==> src/rtl/coffee_dispense_seq.sv <==
// Brewing sequencer: accepts one drink order per handshake and steps the
// grinder, pump, milk and foam actuators for fixed cycle counts, halting on faults.
module coffee_dispense_seq #(
    parameter int GRIND_CYC = 8,
    parameter int BREW_CYC  = 16,
    parameter int MILK_CYC  = 12,
    parameter int FOAM_CYC  = 6,
    parameter int CNT_W     = 8
) (
    input  logic       clk,
    input  logic       rst,
    input  logic       req_valid,
    input  logic [1:0] req_drink,
    output logic       req_ready,
    input  logic       cup_present,
    input  logic       water_ok,
    input  logic       clear_err,
    output logic       grinder_en,
    output logic       pump_en,
    output logic       milk_en,
    output logic       foam_en,
    output logic       busy,
    output logic       done,
    output logic       error,
    output logic [2:0] current_state
);

    typedef enum logic [2:0] {
        S_IDLE  = 3'b000,
        S_GRIND = 3'b001,
        S_BREW  = 3'b010,
        S_MILK  = 3'b011,
        S_FOAM  = 3'b100,
        S_DONE  = 3'b101,
        S_FAULT = 3'b110
    } state_t;

    localparam logic [1:0] ESPRESSO   = 2'b01;
    localparam logic [1:0] CAPPUCCINO = 2'b11;

    localparam logic [CNT_W-1:0] GRIND_LD = CNT_W'(GRIND_CYC - 1);
    localparam logic [CNT_W-1:0] BREW_LD  = CNT_W'(BREW_CYC - 1);
    localparam logic [CNT_W-1:0] MILK_LD  = CNT_W'(MILK_CYC - 1);
    localparam logic [CNT_W-1:0] FOAM_LD  = CNT_W'(FOAM_CYC - 1);

    state_t           state_q, state_d;
    logic [CNT_W-1:0] cnt_q, cnt_d;
    logic [1:0]       drink_q, drink_d;
    logic             active;
    logic             fault;

    always_ff @(posedge clk or posedge rst) begin
        if (rst) begin
            state_q <= S_IDLE;
            cnt_q   <= '0;
            drink_q <= '0;
        end else begin
            state_q <= state_d;
            cnt_q   <= cnt_d;
            drink_q <= drink_d;
        end
    end

    assign active = (state_q == S_GRIND) || (state_q == S_BREW) ||
                    (state_q == S_MILK)  || (state_q == S_FOAM);
    // Water level only matters while the pump runs; a missing cup aborts any step.
    assign fault  = active && (!cup_present || ((state_q == S_BREW) && !water_ok));

    always_comb begin
        state_d = state_q;
        cnt_d   = cnt_q;
        drink_d = drink_q;
        if (fault) begin
            state_d = S_FAULT;
            cnt_d   = '0;
            drink_d = '0;
        end else begin
            case (state_q)
                S_IDLE: begin
                    if (req_valid && req_ready && (req_drink != 2'b00)) begin
                        state_d = S_GRIND;
                        cnt_d   = GRIND_LD;
                        drink_d = req_drink;
                    end
                end
                S_GRIND: begin
                    if (cnt_q == '0) begin
                        state_d = S_BREW;
                        cnt_d   = BREW_LD;
                    end else begin
                        cnt_d = cnt_q - CNT_W'(1);
                    end
                end
                S_BREW: begin
                    if (cnt_q == '0) begin
                        if (drink_q == ESPRESSO) begin
                            state_d = S_DONE;
                            cnt_d   = '0;
                        end else begin
                            state_d = S_MILK;
                            cnt_d   = MILK_LD;
                        end
                    end else begin
                        cnt_d = cnt_q - CNT_W'(1);
                    end
                end
                S_MILK: begin
                    if (cnt_q == '0) begin
                        if (drink_q == CAPPUCCINO) begin
                            state_d = S_FOAM;
                            cnt_d   = FOAM_LD;
                        end else begin
                            state_d = S_DONE;
                            cnt_d   = '0;
                        end
                    end else begin
                        cnt_d = cnt_q - CNT_W'(1);
                    end
                end
                S_FOAM: begin
                    if (cnt_q == '0) begin
                        state_d = S_DONE;
                        cnt_d   = '0;
                    end else begin
                        cnt_d = cnt_q - CNT_W'(1);
                    end
                end
                S_DONE: begin
                    state_d = S_IDLE;
                    cnt_d   = '0;
                    drink_d = '0;
                end
                S_FAULT: begin
                    if (clear_err && cup_present) begin
                        state_d = S_IDLE;
                    end
                end
                default: begin
                    state_d = S_IDLE;
                    cnt_d   = '0;
                    drink_d = '0;
                end
            endcase
        end
    end

    assign req_ready     = (state_q == S_IDLE) && cup_present && water_ok;
    assign grinder_en    = (state_q == S_GRIND);
    assign pump_en       = (state_q == S_BREW);
    assign milk_en       = (state_q == S_MILK);
    assign foam_en       = (state_q == S_FOAM);
    assign done          = (state_q == S_DONE);
    assign error         = (state_q == S_FAULT);
    assign busy          = (state_q != S_IDLE);
    assign current_state = state_q;

endmodule

==> config.mk <==
export PLATFORM = sky130hd
export DESIGN_NAME = coffee_dispense_seq
export DESIGN_NICKNAME = d
export VERILOG_FILES = /design/src/rtl/coffee_dispense_seq.sv
export SDC_FILE = /design/constraint.sdc
export NUM_CORES = 1
export LEC_CHECK = 0
export CORE_MARGIN = 2
export CORE_UTILIZATION = 45
export DETAILED_ROUTE_END_ITERATION = 16
export PLACE_DENSITY = 0.7
export REMOVE_ABC_BUFFERS = 1
export SYNTH_ARGS = -nofsm -noshare
export SYNTH_HDL_FRONTEND = slang
export SYNTH_SLANG_ARGS = --single-unit
==> constraint.sdc <==
create_clock -name clk -period 2.1 [get_ports clk]
set_clock_uncertainty 0.05 [all_clocks]
set_input_delay 0.525 -clock clk [delete_from_list [all_inputs] [get_ports clk]]
set_output_delay 0.525 -clock clk [all_outputs]
set_load 0.01 [all_outputs]
# After elaboration in Yosys (flattened, before gate mapping)
# Index checks and enable logic that the tools add are counted.
op_classes:
  n_reduce_logical: 21
  n_addsub: 1
  n_eq_ne: 16
  mux: 22
op_table:
  columns: ["cell", "n"]
  rows:
  - ["$mux W8", 6]
  - ["$pmux W8 S6", 1]
  - ["$mux W3", 9]
  - ["$pmux W3 S6", 1]
  - ["$ne A3 B1 Y1 const B", 5]
  - ["$eq A3 B3 Y1 const B", 3]
  - ["$logic_not A8 Y1", 1]
  - ["$sub A8 B1 Y8 const B", 1]
  - ["$logic_and A1 B1 Y1", 7]
  - ["$eq A3 B2 Y1 const B", 2]
  - ["$reduce_and A6 Y1", 1]
  - ["$reduce_or A5 Y1", 1]
  - ["$logic_or A1 B1 Y1", 4]
  - ["$mux W2", 2]
  - ["$mux W4", 1]
  - ["$ne A2 B1 Y1 const B", 2]
  - ["$pmux W2 S2", 1]
  - ["$reduce_and A2 Y1", 2]
  - ["$eq A3 B1 Y1 const B", 1]
  - ["$logic_not A3 Y1", 1]
  - ["$ne A3 B3 Y1 const B", 1]
  - ["$reduce_bool A3 Y1", 1]
  - ["$eq A2 B1 Y1 const B", 1]
  - ["$eq A2 B2 Y1 const B", 1]
  - ["3 further kinds", 4]
word_totals:
  input_bits: 8
  word_cells: 63
  register_bits: 13
  out_inout_bits: 11

# Logic depth before layout (Yosys ltp)
depth:
  ltp_word: 8
  ltp_mapped: 7
  ltp_nobuf: 7

# Worst setup path before layout
# OpenSTA, ideal clock, no wires.
synth_path:
  path_type: "register to register"
  from: "reg state_q[0] (netlist: current_state[0])"
  to: "reg state_q[0] (netlist: current_state[0])"
  arrival_ns: 1.639
  path_stages_with_launch: 7
  slack_ns: 0.286
  n_path_buf: 1
  setup_ns: 0.125
  path_cell_list: "dfrtp_1 -> buf_2 -> o21a_1 -> a211oi_2 -> o311ai_4 -> o21ai_4 -> mux2_4"
synth_via:
  elab_chain_len: 7
  word_cells_on_any_way: 25
  classes_between: "eq/ne (11); mux (2); reduce/logical (12)"
synth_lines:
  columns: ["item", "line", "source"]
  rows:
  - ["from (decl)", "46", "state_t state_q, state_d;"]
  - ["from (signal assigned)", "58", "state_q <= state_d;"]
  - ["$eq A3 B1 Y1, or another cell as far along", "64, 78", null]
  - ["$logic_or A1 B1 Y1 or $logic_and A1 B1 Y1 (tied branches) (2 in a row)", "64, 147", null]
  - ["$logic_or A1 B1 Y1 or $logic_and A1 B1 Y1 (tied branches)", "65, 80", null]
  - ["$logic_and A1 B1 Y1, on equally long branches", "67, 80", null]
  - ["$ne A3 B1 Y1 (no source line) or $ne A3 B3 Y1 (tied branches)", null, null]
  - ["$reduce_and A6 Y1 (no source line)", null, null]
# Several ways; a longest one is shown, not always the timed one.
# A chain may end at the register's enable or synchronous reset.

# Worst setup path in the final report
layout_path:
  from: "in cup_present"
  to: "out req_ready"
layout_via:
  elab_chain_len: 2
layout_lines:
  columns: ["item", "line", "source"]
  rows:
  - ["from (decl)", "15", "input logic cup_present,"]
  - ["$logic_and A1 B1 Y1 (2 in a row)", "147", "assign req_ready = (state_q == S_IDLE) && cup_present && water_ok;"]
  - ["to (decl)", "14", "output logic req_ready,"]
# No other way between the ends.

==> results.txt <==
The run finished with clean final reports. The detailed-route vias per instance is 5.76. The fraction of registers with async set or reset after synthesis is 100%. The aggregate negative setup slack is 0 ns. The time the worst path needs with I/O delays and setup is ~2 ns. In this run the cell area of the synthesized design comes to 1080 sq um. The sequential-to-total area share from yosys stat is 30.0%. The count of cells in the finished layout, fillers not included, comes to 197.

The worst setup path is launched from an input port. The count of endpoints failing setup in the final report came out at 0. The number of levels in the clock H-tree is 1. The critical path is of the in2out type. The area of the die is between 2000 and 3000 sq um.

Summed over all cells, the static leakage comes to 0.000713 uW. Routability-driven placement finished with a final weighted congestion of 0.905. The number of top-level pins came out at 19. The final number of max-transition violations is 0. The number of clock sinks came out at 13.

The clock latency at the later pin of the worst-skew pair is 0.28 ns. The first-pass GRT wire length came out at 4820 um. The biggest area contributor in the post-synthesis netlist is dfrtp_1.

The most instantiated flip-flop cell in the synthesis netlist is dfrtp_1. The reported max-cap violation count came out at 0. The number of synthesis warnings came out at 0.

The first-pass iteration count of the detailed router came out at 4. The fraction of layout instances using a drive strength above 1 came out at 29.0%. The multi-input combinational cell area came out at 729 sq um. The height of the die is 53.1 um. The register-to-register setup slack is about 0.15 ns.

At the worst endpoint, the arrival time is roughly 1.5 ns. The overall track demand over capacity in global routing came out at 23.6%. The detailed placer's ending HPWL came out at between 2000 and 2500 um. After filler insertion, the fill cell instance count of the layout stands at 206. In this run the clock root is driven by a clkbuf_4. The maximum frequency from static timing analysis came out at 488 MHz. For this run, design rule violations remaining after detail routing come to 0.

After detailed routing, the average wire length per cell comes to 14.4 um. The area share of the leading cell type in the synthesized netlist is 30.0%. The number of buffers inserted during clock tree synthesis is 3. The number of library cell types mapped by synthesis is 45. Entering global routing, the biggest net connects 14 pins.

The final hold violation count is 0. The mean instance size in the synthesized netlist is between 8 and 9 sq um. The total core area is 2250 sq um.

The worst hold slack after final layout came out at roughly 0.51 ns. The initial core utilization came out at 48.1%. The synthesis-to-layout area growth is 39.1%.

TritonCTS built the clock tree. The share of the cycle needed by the critical path after routing is 97.6%. Wires add up to 2850 um.

Buffers placed on the I/O ports in this run total 18. The standard cell area after detailed placement is 1420 sq um. The number of buffers on the longest clock path came out at 2.

The worst register-to-register path ends at cnt_q[2]. The count of placed standard cells including taps is between 150 and 200. Measured against its own limit, the worst slew margin works out to 65.5%. The required time of the critical path came out at 1.52 ns.

After global routing the overflow that remains totals 0. The utilization after layout is 66.9%. The number of antenna violations at the first check in global routing is 0. The cell count after synthesis came out at 128. The final standard cell area without fillers is 1510 sq um. Across the VDD grid, the largest voltage drop is 0.00103 V. Clock-pin slew was measured on the worst setup and hold paths at 0.08 ns.

The repair_antennas step left the layout with diodes totalling 0. For this design the ratio of total power to cell area is 1770 nW/um^2. Of all nets on the critical path, the largest fanout is 2.

Once detail routing completed, the nets flagged for antenna violations numbered 0. For the worst flop-to-flop path, the logic depth is 7. At the pin with the least slew margin, the transition time is 0.515 ns. The final net count is about 180.

In this run the critical register-to-register path is launched from cnt_q[0]. The number of flops mapped to enable cells by yosys is 0. The number of rows created at floorplan came out at 17. By area the synthesized netlist is led by dfrtp_1 30%, o21ai_0 4.6%, mux2_4 4.2%. The worst setup path is captured at an output port.

The area taken by flip-flops and latches came out at 328 sq um. Counting flops and latches in the post-synthesis netlist gives 13. The via count of the first global-routing pass came out at about 1100. The overall die width is between 50 and 60 um.

The total number of vias is 1135. The tightest min-delay check is of the in2async type. The initial detailed-routing violation count is 23.
-- sequential cells by signal, indices dropped and copies added (netlist names) --
register / count
cnt_q: 8
drink_q: 2
current_state: 3
-- how the worst max path moves through the flow --
stage | startpoint | to
4_1_cts | current_state[2] | busy
3_5_place_dp | water_ok | cnt_q[2]
3_3_place_gp | water_ok | cnt_q[2]
2_1_floorplan | current_state[0] | current_state[0]
6_report | cup_present | req_ready
5_1_grt | cnt_q[0] | cnt_q[2]
-- placed cells by master, fill, tap and decap left out, drive strengths merged, types with 3 or more instances in the layout --
cell type,synthesis,final
buf,5,26
dfrtp,13,13
nor2,12,12
o21ai,12,12
nand2,11,11
clkdlybuf4s50,0,10
inv,8,8
a21oi,7,7
nor3,6,6
nand2b,5,5
clkbuf,1,5
a21o,4,4
dlygate4sd2,0,4
or3,3,3
and2,3,3
a31oi,3,3
mux2,3,3
-- critical path, cell delays in order --
cell             delay [ns]
clkdlybuf4s50_1        0.47
and2_1                 0.13
and2_1                 0.12
clkdlybuf4s15_1        0.23
-- Yosys cell counts, types with 4 or more instances --
cell type,number
dfrtp_1,13
nand2_1,11
nor2_1,11
o21ai_0,10
inv_1,8
a21oi_1,7
buf_2,5
nand2b_1,5
a21o_1,4
nor3_1,4
-- through the flow --
stage                     total power [uW]  worst slack [ns]
after floorplan                       1670             0.155
after detailed placement              2380            -0.259
after global placement                2340            -0.249
after global routing                  2900           -0.0183
final                                 2670            0.0499
after CTS                             2560            -0.117
-- cell type report --
type                       count  area share (%)
sequential                    13            21.7
inverter                       8            1.99
clock buffer                   4            1.74
timing repair buffer          43            23.8
multi-input combinational    101            48.4
tap                           28            2.32
-- timing repair --
action,in CTS,in global routing
pin swaps,0,1
endpoints found under the setup margin,8,10
setup buffers,2,3
gates resized for setup,13,10
hold buffers,0,0
-- per-layer routing --
layer  GRT usage, %  up-vias  wire length [um]
li1               -      558                 -
met3           6.21        6               139
met5              0        -                 0
met2           35.6       29              1280
met4           5.13        0                26
met1           33.6      542              1400
-- cells by family (layout without fill, tap and decap cells) --
logic type	after synthesis	in the layout	synth area share (%)
and+or+nand+nor	52	52	27.6
AOI/OAI and AO/OA	44	44	30.8
buffers and inverters	14	55	5.43
DFF	13	13	30.0
muxes	3	3	4.16
adders and majority gates	1	1	1.15
xor gates and xnor gates	1	1	0.808
-- power breakdown --
part           internal (uW)  switching [uW]  total, uW
clock network           73.9            81.7        156
logic                   1020            1030       2050
registers                352             106        458
No activity file was read; power rests on OpenSTA's default activity.
